### src/rtl/shuffle_seq_ctrl_if.sv
`default_nettype none
// +--------------------------------------------------------------------+
// | shuffle_seq_ctrl_if: start/abort/back-pressure and shuffle control  |
// | bundle between the stage sequencer and its environment.            |
// | Rev 1.0                                                            |
// +--------------------------------------------------------------------+
interface shuffle_seq_ctrl_if #(
  parameter int SW = 3,
  parameter int BW = 2
);
  logic          start;
  logic          mode_ntt;
  logic          clear;
  logic          pe_ready;
  logic          busy;
  logic          shuf_en;
  logic          shuf_cros;
  logic          shuf_ntt;
  logic [SW-1:0] stage_idx;
  logic [BW-1:0] beat_idx;
  logic          last_beat;
  logic          done;

  modport master (
    output start, mode_ntt, clear, pe_ready,
    input  busy, shuf_en, shuf_cros, shuf_ntt, stage_idx, beat_idx, last_beat, done
  );

  modport slave (
    input  start, mode_ntt, clear, pe_ready,
    output busy, shuf_en, shuf_cros, shuf_ntt, stage_idx, beat_idx, last_beat, done
  );
endinterface
`default_nettype wire

### src/rtl/shuffle_seq_ctrl.sv
`default_nettype none
// +--------------------------------------------------------------------+
// | shuffle_seq_ctrl: walks STAGES x BEATS shuffle beats with stalls,  |
// | per-stage idle gaps and a drain period, then pulses done.          |
// | Rev 1.0                                                            |
// +--------------------------------------------------------------------+
module shuffle_seq_ctrl #(
  parameter int STAGES = 8,
  parameter int BEATS  = 4,
  parameter int GAP    = 2,
  parameter int XSTG   = 2,
  parameter int SW     = 3,
  parameter int BW     = 2
) (
  input  logic               clk,
  input  logic               rst_n,
  shuffle_seq_ctrl_if.slave  bus
);

  typedef enum logic [2:0] {
    S_IDLE  = 3'd0,
    S_RUN   = 3'd1,
    S_GAP   = 3'd2,
    S_DRAIN = 3'd3,
    S_DONE  = 3'd4
  } state_t;

  localparam int              c_GW        = (GAP > 1) ? $clog2(GAP) : 1;
  localparam bit              c_HAS_GAP   = (GAP > 0);
  localparam logic [SW-1:0]   c_LAST_STG  = SW'(STAGES - 1);
  localparam logic [BW-1:0]   c_LAST_BEAT = BW'(BEATS - 1);
  localparam logic [c_GW-1:0] c_GAP_LAST  = c_GW'((GAP > 0) ? GAP - 1 : 0);

  state_t          r_state, w_state_nxt;
  logic            r_mode,  w_mode_nxt;
  logic [SW-1:0]   r_stage, w_stage_nxt;
  logic [BW-1:0]   r_beat,  w_beat_nxt;
  logic [c_GW-1:0] r_gap,   w_gap_nxt;

  logic            w_run;
  logic            w_stage_end;
  logic            w_final_stage;
  logic [SW-1:0]   w_stage_idx;

  assign w_stage_end   = (r_beat == c_LAST_BEAT);
  assign w_final_stage = (r_stage == c_LAST_STG);

  // Stage count resets to the last stage so that the down-counting
  // index seen with mode_r=0 reads as zero straight out of reset.
  always_ff @(posedge clk or negedge rst_n) begin
    if (!rst_n) begin
      r_state <= S_IDLE;
      r_mode  <= 1'b0;
      r_stage <= c_LAST_STG;
      r_beat  <= '0;
      r_gap   <= '0;
    end else begin
      r_state <= w_state_nxt;
      r_mode  <= w_mode_nxt;
      r_stage <= w_stage_nxt;
      r_beat  <= w_beat_nxt;
      r_gap   <= w_gap_nxt;
    end
  end

  always_comb begin
    w_state_nxt = r_state;
    w_mode_nxt  = r_mode;
    w_stage_nxt = r_stage;
    w_beat_nxt  = r_beat;
    w_gap_nxt   = r_gap;
    case (r_state)
      S_IDLE: begin
        if (bus.start) begin
          w_mode_nxt  = bus.mode_ntt;
          w_stage_nxt = '0;
          w_beat_nxt  = '0;
          w_state_nxt = S_RUN;
        end
      end
      S_RUN: begin
        if (bus.pe_ready) begin
          if (!w_stage_end) begin
            w_beat_nxt = r_beat + 1'b1;
          end else if (!w_final_stage) begin
            if (c_HAS_GAP) begin
              w_gap_nxt   = '0;
              w_state_nxt = S_GAP;
            end else begin
              w_stage_nxt = r_stage + 1'b1;
              w_beat_nxt  = '0;
            end
          end else begin
            w_gap_nxt   = '0;
            w_state_nxt = c_HAS_GAP ? S_DRAIN : S_DONE;
          end
        end
      end
      S_GAP: begin
        if (r_gap == c_GAP_LAST) begin
          w_stage_nxt = r_stage + 1'b1;
          w_beat_nxt  = '0;
          w_state_nxt = S_RUN;
        end else begin
          w_gap_nxt = r_gap + 1'b1;
        end
      end
      S_DRAIN: begin
        if (r_gap == c_GAP_LAST) begin
          w_state_nxt = S_DONE;
        end else begin
          w_gap_nxt = r_gap + 1'b1;
        end
      end
      S_DONE: begin
        w_state_nxt = S_IDLE;
      end
      default: begin
        w_state_nxt = S_IDLE;
      end
    endcase
    // Abort wins over everything, including a start seen in IDLE.
    if (bus.clear) begin
      w_state_nxt = S_IDLE;
      w_mode_nxt  = r_mode;
      w_stage_nxt = r_stage;
      w_beat_nxt  = r_beat;
    end
  end

  assign w_run       = (r_state == S_RUN);
  assign w_stage_idx = r_mode ? r_stage : (c_LAST_STG - r_stage);

  assign bus.busy      = (r_state != S_IDLE);
  assign bus.shuf_en   = w_run;
  assign bus.shuf_ntt  = w_run & r_mode;
  assign bus.shuf_cros = w_run & r_beat[0] & (32'(w_stage_idx) < 32'(XSTG));
  assign bus.stage_idx = w_stage_idx;
  assign bus.beat_idx  = r_beat;
  assign bus.last_beat = w_run & w_final_stage & w_stage_end;
  assign bus.done      = (r_state == S_DONE);

endmodule
`default_nettype wire

### src/flat_wrapper.sv
// flat-port wrapper written by rule: the top's interface ports become plain ports
module shuffle_seq_ctrl_flat 
#(
  parameter int STAGES = 8,
  parameter int BEATS  = 4,
  parameter int GAP    = 2,
  parameter int XSTG   = 2,
  parameter int SW     = 3,
  parameter int BW     = 2
)
  (clk, rst_n, bus_start, bus_mode_ntt, bus_clear, bus_pe_ready, bus_busy, bus_shuf_en, bus_shuf_cros, bus_shuf_ntt, bus_stage_idx, bus_beat_idx, bus_last_beat, bus_done);
  shuffle_seq_ctrl_if #(.SW(SW), .BW(BW)) bus_i ();
  input  logic clk;
  input  logic rst_n;
  input wire logic [$bits(bus_i.start)-1:0] bus_start;
  input wire logic [$bits(bus_i.mode_ntt)-1:0] bus_mode_ntt;
  input wire logic [$bits(bus_i.clear)-1:0] bus_clear;
  input wire logic [$bits(bus_i.pe_ready)-1:0] bus_pe_ready;
  output wire logic [$bits(bus_i.busy)-1:0] bus_busy;
  output wire logic [$bits(bus_i.shuf_en)-1:0] bus_shuf_en;
  output wire logic [$bits(bus_i.shuf_cros)-1:0] bus_shuf_cros;
  output wire logic [$bits(bus_i.shuf_ntt)-1:0] bus_shuf_ntt;
  output wire logic [$bits(bus_i.stage_idx)-1:0] bus_stage_idx;
  output wire logic [$bits(bus_i.beat_idx)-1:0] bus_beat_idx;
  output wire logic [$bits(bus_i.last_beat)-1:0] bus_last_beat;
  output wire logic [$bits(bus_i.done)-1:0] bus_done;
  assign bus_i.start = bus_start;
  assign bus_i.mode_ntt = bus_mode_ntt;
  assign bus_i.clear = bus_clear;
  assign bus_i.pe_ready = bus_pe_ready;
  assign bus_busy = bus_i.busy;
  assign bus_shuf_en = bus_i.shuf_en;
  assign bus_shuf_cros = bus_i.shuf_cros;
  assign bus_shuf_ntt = bus_i.shuf_ntt;
  assign bus_stage_idx = bus_i.stage_idx;
  assign bus_beat_idx = bus_i.beat_idx;
  assign bus_last_beat = bus_i.last_beat;
  assign bus_done = bus_i.done;
  shuffle_seq_ctrl #(.STAGES(STAGES), .BEATS(BEATS), .GAP(GAP), .XSTG(XSTG), .SW(SW), .BW(BW)) u_core (.clk(clk), .rst_n(rst_n), .bus(bus_i));
endmodule
### config.mk
export PLATFORM = sky130hd
export DESIGN_NAME = shuffle_seq_ctrl_flat
export DESIGN_NICKNAME = d
export VERILOG_FILES = /design/src/rtl/shuffle_seq_ctrl_if.sv /design/src/rtl/shuffle_seq_ctrl.sv /design/src/flat_wrapper.sv
export SDC_FILE = /design/constraint.sdc
export NUM_CORES = 1
export LEC_CHECK = 0
export BUFFER_PORTS_ARGS = -buffer_cell sky130_fd_sc_hd__buf_2
export CORE_MARGIN = 3
export CORE_UTILIZATION = 35
export CTS_BUF_LIST = sky130_fd_sc_hd__clkbuf_4
export CTS_CLUSTER_DIAMETER = 100
export DETAILED_ROUTE_END_ITERATION = 6
export HOLD_SLACK_MARGIN = 0.03
export PLACE_DENSITY = 0.54
export REMOVE_ABC_BUFFERS = 1
export SYNTH_ARGS = -nofsm -noshare
export SYNTH_HDL_FRONTEND = slang
export SYNTH_SLANG_ARGS = --single-unit
### constraint.sdc
create_clock -name clk -period 3.15 [get_ports clk]
set_input_delay 0.315 -clock clk [delete_from_list [all_inputs] [get_ports clk]]
set_output_delay 0.315 -clock clk [all_outputs]
set_load 0.03 [all_outputs]
Word level (Yosys, flattened, before mapping)

Index checks and enable logic that the tools add are counted.

Word-level logic and storage cells: 64
Input port bits: 6
Bits in latches: 0
RAM bits: 0
ROM bits: 0
Flip-flop bits (word level): 10
Output and inout port bits: 11
Memories: 0

Magnitude comparators: 1
Mux-type cells: 21
Equal/unequal tests: 16
Shift operators: 0
Div/mod/pow operators: 0
Bitwise logic cells: 6
$mul: 0
Reduce and logical (&&, ||, !) cells: 11
$add $sub $neg: 4

Operators by type and width:

| operator              | number |
|---|---|
| $mux W3               | 9 |
| $pmux W3 S4           | 1 |
| $ne A3 B3 Y1 const B  | 3 |
| $mux W2               | 4 |
| $ne A2 B2 Y1 const B  | 4 |
| $eq A3 B2 Y1 const B  | 2 |
| $eq A3 B3 Y1 const B  | 2 |
| $ne A3 B2 Y1 const B  | 2 |
| $pmux W2 S3           | 1 |
| $pmux W3 S2           | 1 |
| $reduce_and A3 Y1     | 2 |
| $reduce_and A6 Y1     | 1 |
| $reduce_bool A3 Y1    | 2 |
| $and A1 B1 Y1         | 5 |
| $reduce_and A5 Y1     | 1 |
| $mux W1               | 4 |
| $reduce_and A4 Y1     | 1 |
| $reduce_bool A2 Y1    | 2 |
| $add A3 B1 Y3 const B | 1 |
| $eq A3 B1 Y1 const B  | 1 |
| $logic_not A3 Y1      | 1 |
| $lt A3 B2 Y1 const B  | 1 |
| $sub A3 B3 Y3 const A | 1 |
| $add A2 B1 Y2 const B | 1 |
| other kinds (6)       | 6 |

Logic depth before layout (Yosys ltp)

Gate-level depths: netlist of the first run.

Depth after elaboration: 6
Mapped depth: 5
Depth with buffers taken out: 5

Least setup slack after synthesis of the first run

Ideal clock, no wire load.

Kind: flip-flop to output port
Start: register u_core.r_state[1]
End: output bus_shuf_cros
Setup slack: 1.078 ns
Stages on the path, launching flop included: 4
Arrival time: 1.757 ns
Cell sequence: dfrtp_1 buf_2 nor3_1 and3_1

Word-level cells in the longest chain between the ends: 3

RTL lines:

| item                       | RTL line                | source |
|---|---|---|
| from (decl)                | shuffle_seq_ctrl.sv:34  | `state_t r_state, w_state_nxt;` |
| from (signal assigned)     | shuffle_seq_ctrl.sv:58  | `r_state <= w_state_nxt;` |
| $eq A3 B1 Y1               | shuffle_seq_ctrl.sv:131 | `assign w_run = (r_state == S_RUN);` |
| via bus_shuf_en            | flat_wrapper.sv:20      | `output wire logic [$bits(bus_i.shuf_en)-1:0] bus_shuf_en;` |
| $and A1 B1 Y1 (2 in a row) | shuffle_seq_ctrl.sv:137 | `assign bus.shuf_cros = w_run & r_beat[0] & (32'(w_stage_idx) < 32'(XSTG));` |
| to (decl)                  | flat_wrapper.sv:21      | `output wire logic [$bits(bus_i.shuf_cros)-1:0] bus_shuf_cros;` |

The timed path passes the listed nets, and every way through them passes these cells.

Worst setup path in the final report of the first run

Start: register u_core.r_state[0]
End: output bus_last_beat

Word-level cells in the longest chain between the ends: 3

RTL lines:

| item                       | RTL line                | source |
|---|---|---|
| $eq A3 B1 Y1               | shuffle_seq_ctrl.sv:131 |  |
| $and A1 B1 Y1 (2 in a row) | shuffle_seq_ctrl.sv:140 | `assign bus.last_beat = w_run & w_final_stage & w_stage_end;` |
| to (decl)                  | flat_wrapper.sv:25      | `output wire logic [$bits(bus_i.last_beat)-1:0] bus_last_beat;` |

No other way between the ends.

==> results_dict.tcl, run 1 <==
set metrics [dict create \
    cp_max_fo 15 \
    yosys_warnings 0 \
    final_cell_area_sq_um 759.5 \
    slew_headroom_pct 69.48 \
    firstDrtPassIters 4 \
    async_flop_share_pct 100.0 \
    critical-path-top-delay-family "flip-flops" \
    cp_cell_sequence "inv_1 -> nor3_1 -> and3_1 -> buf_2" \
    gp_congestion 0.8139 \
    path_class "flip-flop to output port" \
    ys_seq_elements 10 \
    hold_class "input port to flip-flop" \
    final_hold_viol_count 0 \
    finalNetCount 91 \
    required_ns 2.83 \
    syn_inst 64 \
    cp_slowest_cell "dfrtp_1" \
    antenna_cells 0 \
    ctsResizeCount 0 \
    cts-root-buf "clkbuf_4" \
    io_pins 17 \
    vias 525 \
    postCtsSetupRepairBufs 0 \
    cap_violations 0 \
    drt-initial-drc-count 10 \
    wl_per_cell_microns 12.94 \
    start_util_pct 39.67 \
    synth_area_sq_um 639.4 \
    area_growth_syn_to_layout_pct 18.79 \
    grt_pass1_vias 508 \
    drv_slew 0 \
    totalWireLength_microns 1359 \
    critPathLaunchType "flip-flop" \
    whs_ns 0.2606 \
    cts_buffer_depth 2 \
    synth_edf_count 0 \
    die_y_microns 48.74 \
    fp.dieW_microns 48.74 \
    period_share_pct 63.36 \
    status "completed" \
    multi_input_area_sq_um 347.8 \
    fin_worst_skew_ns 0.005855 \
    dieArea_sq_mm 0.002376 \
    arrival_ns 1.68 \
    via_per_inst 5.000 \
    drtAntennaViolNets 0 \
    layout_setup_ws_ns 1.154 \
    clk_pin_slew_ns 0.07 \
    port_buffers 16 \
    cts_tree "yes" \
    max_freq_mhz 501.0 \
    setup_violations 0 \
    grt_usage_pct 13.04 \
    yosysSeqAreaShare_pct 39.73 \
    remaining_drc_errors 0 \
    overflow 0 \
    p_total_uw 420.8 \
    synth_cell_types 31 \
    crit_buf_inv 2 \
    ir_drop_v 0.0002400 \
    powerDensity_mw_per_mm2 554.1 \
    cts.sinks 10 \
    layout-drive-gt1-share_pct 33.33 \
    pre_cts_ws_ns 1.432 \
    grt_pass1_wl_microns 2373 \
    numCtsBuffers 3 \
    clock_latency_ns 0.27 \
    worstMarginPinSlew_ns 0.4579 \
    syn_avg_cell_area_sq_um 9.990 \
    final.fill_count 167 \
    rows 14 \
    setup_tns_ns 0 \
    place_hpwl_microns 1019 \
    grt_setup_unrepaired "no" \
    seq_area_sq_um 254.0 \
    cpPeakStageDelay_ns 0.62 \
    grt_antenna_before_repair 0 \
    period_needed_ns 1.996 \
    cts-htree-levels 1 \
    placed_cell_area_sq_um 723.2 \
    synthFlopType "dfrtp_1" \
    endpoint_kind "output port" \
    total_leakage_power_nw 0.3548 \
    grt_max_degree 16 \
    design.core.area_sq_mm 0.001612 \
]
## Yosys cell counts, drive strengths merged, types with 2 or more instances
library cell,instances,area share [%]
nand2,6,3.5
buf,4,4.1
nor3,4,3.9
xnor2,4,5.5
a211oi,2,2.3
and3,4,3.9
a21oi,3,2.3
dfstp,3,12
nor2,3,1.8
mux2,3,5.3
nor4,2,2.9
inv,3,1.8
ha,3,5.9
dfrtp,7,27
## worst paths after layout
kind	depth (start not counted)	end	slack (ns)	start
hold / removal	2	u_core.r_mode	0.26	bus_mode_ntt
setup reg to reg	5	u_core.bus.beat_idx[1]	1.49	u_core.bus.beat_idx[0]
setup / recovery	4	bus_last_beat	1.15	u_core.r_state[0]
hold reg to reg	2	u_core.r_stage[1]	0.51	u_core.r_stage[1]
min in group asynchronous	2	u_core.r_mode	0.43	rst_n
max in group asynchronous	2	u_core.r_stage[0]	2.46	rst_n
## metrics by stage
stage | cells | utilization (%)
floorplan | 60 | -
global placement | 100 | 44.88
detailed placement | 100 | 44.88
CTS | 105 | 47.13
global route | 105 | 47.13
finish | 105 | 47.13
## cell type report
cell class,count,area share (%)
multi-input combinational,47,45.80
sequential,10,33.44
timing repair buffer,17,11.86
tap,24,3.954
clock buffer,3,2.965
inverter,3,1.483
clock inverter,1,0.4942
## power breakdown
part | switching, mW | internal (mW)
sequential | 0.0329 | 0.150
clock | 0.0461 | 0.0459
combinational | 0.0926 | 0.0535
## what timing repair did
item | 4_1_cts | 5_1_grt
endpoints found under the setup margin | 0 | 0
hold buffers | 1 | 0
endpoints found under the hold margin | 7 | 0
## state kept, by name, summed over array words and instances, names as in the netlist
| signal | cells |
|---|---|
| u_core.r_state | 3 |
| u_core.r_mode | 1 |
| u_core.bus.beat_idx | 2 |
| u_core.r_stage | 3 |
| u_core.r_gap | 1 |
## cells by family after synthesis
| kind of cell | count (synthesis) | synth area share [%] |
|---|---|---|
| adder cells (fa/ha/maj) | 3 | 5.871 |
| buffers and inverters | 7 | 5.870 |
| multiplexers | 4 | 6.849 |
| AO/OA/AOI/OAI | 11 | 13.89 |
| flip-flops | 10 | 39.73 |
| XOR/XNOR | 4 | 5.479 |
| AND/OR/NAND/NOR | 25 | 22.31 |
## cells in the final DEF, fill, tap and decap left out, drive strengths merged, types with 2 or more instances in the layout
cell type	count
a211oi	2
a21oi	3
and3	4
buf	16
clkbuf	3
dfrtp	7
dfstp	3
ha	3
inv	3
mux2	3
nand2	6
nor2	3
nor3	4
nor4	2
xnor2	4
## layer usage
metal | vias up | wire length, microns | track usage [%]
li1 | 266 | - | -
met1 | 242 | 647 | 16.67
met2 | 12 | 590 | 19.23
met3 | 5 | 90 | 5.215
met4 | 0 | 30 | 5.687
met5 | - | 0 | 0
(Power assumes the default switching activity.)
==> run 2, diff against run 1 <==
==> constraint.sdc (replaced) <==
create_clock -name clk -period 2.1 [get_ports clk]
set_input_delay 0.21 -clock clk [delete_from_list [all_inputs] [get_ports clk]]
set_output_delay 0.21 -clock clk [all_outputs]
set_load 0.03 [all_outputs]
==> run 2 against run 1 <==
First-iteration DRC count shrank 10%. Sequential share of layout area stayed put. Cell area is the same. Cell count is the same. Worst setup slack worse by 0.91 ns. Hold slack lost 0.098 ns. Clock power rose by 48%. Critical endpoint unchanged. Sequential power rose by 50%. Total power grew 49%. Register-to-register slack worse by 1.1 ns. Core utilization unchanged.
==> results_dict.tcl, run 2 (synthesis results as in run 1) <==
set metrics [dict create \
    crit_buf_inv 2 \
    multi_input_area_sq_um 347.8 \
    max_freq_mhz 539.3 \
    die_y_microns 48.74 \
    layout-drive-gt1-share_pct 33.33 \
    drt-initial-drc-count 9 \
    combPwrFrac_pct 34.7 \
    gp_congestion 0.7967 \
    power.switching_uw 253.8 \
    period_share_pct 88.29 \
    overflow 0 \
    vias 530 \
    whs_ns 0.1624 \
    period_needed_ns 1.854 \
    area_growth_syn_to_layout_pct 18.79 \
    cp_slowest_cell "dfrtp_1" \
    cts_tree "yes" \
    cp_max_fo 15 \
    switching_share_pct 40.45 \
    ctsResizeCount 0 \
    final_hold_viol_count 0 \
    clock_latency_ns 0.27 \
    grt_max_degree 16 \
    arrival_ns 1.64 \
    critical-path-top-delay-family "flip-flops" \
    grt_pass1_vias 524 \
    port_buffers 16 \
    worstMarginPinSlew_ns 0.4479 \
    io_pins 17 \
    intPower_uw 373.7 \
    postCtsHoldBufs 1 \
    hold_class "input port to flip-flop" \
    final_cell_area_sq_um 759.5 \
    design.core.area_sq_mm 0.001612 \
    endpoint_kind "output port" \
    drv_slew 0 \
    firstDrtPassIters 3 \
    numCtsBuffers 3 \
    status "completed" \
    antenna_cells 0 \
    totalWireLength_microns 1370 \
    remaining_drc_errors 0 \
    cap_violations 0 \
    clkPwrFrac_pct 21.7 \
    fin_worst_skew_ns 0.006946 \
    setup_violations 0 \
    grt_setup_unrepaired "no" \
    path_class "flip-flop to output port" \
    cp_cell_sequence "inv_1 -> nor3_1 -> and3_1 -> buf_2" \
    mostFrequentLayoutCells "16 x buf_2, 7 x dfrtp_1, 6 x nand2_1" \
    total_leakage_power_nw 0.3548 \
    seq_area_sq_um 254.0 \
    required_ns 1.89 \
    seqPwrFrac_pct 43.6 \
    cpPeakStageDelay_ns 0.62 \
    rows 14 \
    clk_pin_slew_ns 0.07 \
    setup_tns_ns 0 \
    wl_per_cell_microns 13.05 \
    final_common_cell "buf_2" \
    placed_cell_area_sq_um 723.2 \
    dieArea_sq_mm 0.002376 \
    slew_headroom_pct 70.14 \
    cts_buffer_depth 2 \
    grt_pass1_wl_microns 2421 \
    cts-htree-levels 1 \
    critPathLaunchType "flip-flop" \
    via_per_inst 5.048 \
    cts-root-buf "clkbuf_4" \
    fin_util_pct 47.13 \
    postCtsSetupRepairBufs 0 \
    drtAntennaViolNets 0 \
    cts.sinks 10 \
    fp.dieW_microns 48.74 \
    grt_antenna_before_repair 0 \
    powerDensity_mw_per_mm2 826.2 \
    place_hpwl_microns 1020 \
    final.fill_count 171 \
    ir_drop_v 0.0004258 \
    start_util_pct 39.67 \
    finalNetCount 91 \
    grt_usage_pct 13.36 \
]
run 2: cell counts in the layout (fill, tap and decap cells not counted):
No cell type changed its count.
run 2: path summary, 6_finish.rpt:
check / slack [ns] / end / cells past startpoint / startpoint
worst min register to register: 0.51 / u_core.r_stage[1] / 2 / u_core.r_stage[1]
worst min-delay path: 0.16 / u_core.r_mode / 2 / bus_mode_ntt
min in group asynchronous: 0.33 / u_core.r_mode / 2 / rst_n
worst max register to register: 0.42 / u_core.bus.beat_idx[1] / 5 / u_core.bus.beat_idx[0]
max in group asynchronous: 1.52 / u_core.r_stage[0] / 2 / rst_n
worst max-delay path: 0.25 / bus_last_beat / 4 / u_core.r_state[0]
run 2: worst register-to-register path, stage by stage, from the launching register on:
cell     delay [ns]
dfrtp_1        0.43
ha_1           0.28
a21oi_1        0.16
a21oi_1        0.07
nor4_2         0.29
mux2_1         0.35
run 2: layout make-up:
cell class	count	area share (%)
clock buffers	3	2.965
clock inverters	1	0.4942
inverters	3	1.483
multi-input cells	47	45.80
flip-flops and latches	10	33.44
well taps	24	3.954
repair buffers	17	11.86
run 2: power by group through the flow:
stage	combinational (mW)	clock, mW	sequential [mW]
detailed placement	0.220	0	0.278
floorplan	0.126	0	0.298
finish	0.218	0.136	0.274
CTS	0.221	0.144	0.274
global route	0.238	0.153	0.283
global placement	0.218	0	0.279
run 2: layer usage:
metal / vias up / track usage (%) / routed length (microns)
met5: - / 0 / 0
met4: 0 / 3.791 / 16
met3: 2 / 6.442 / 91
met2: 13 / 19.68 / 666
met1: 250 / 17.23 / 595
li1: 265 / - / -
run 2: metrics by stage:
stage               std cells  total power [mW]  setup slack (ns)
finish                    105            0.6275            0.2458
global route              105            0.6747           0.01773
CTS                       105            0.6392            0.2215
detailed placement        100            0.4976            0.4331
global placement          100            0.4973            0.4173
floorplan                  60            0.4235           0.05313
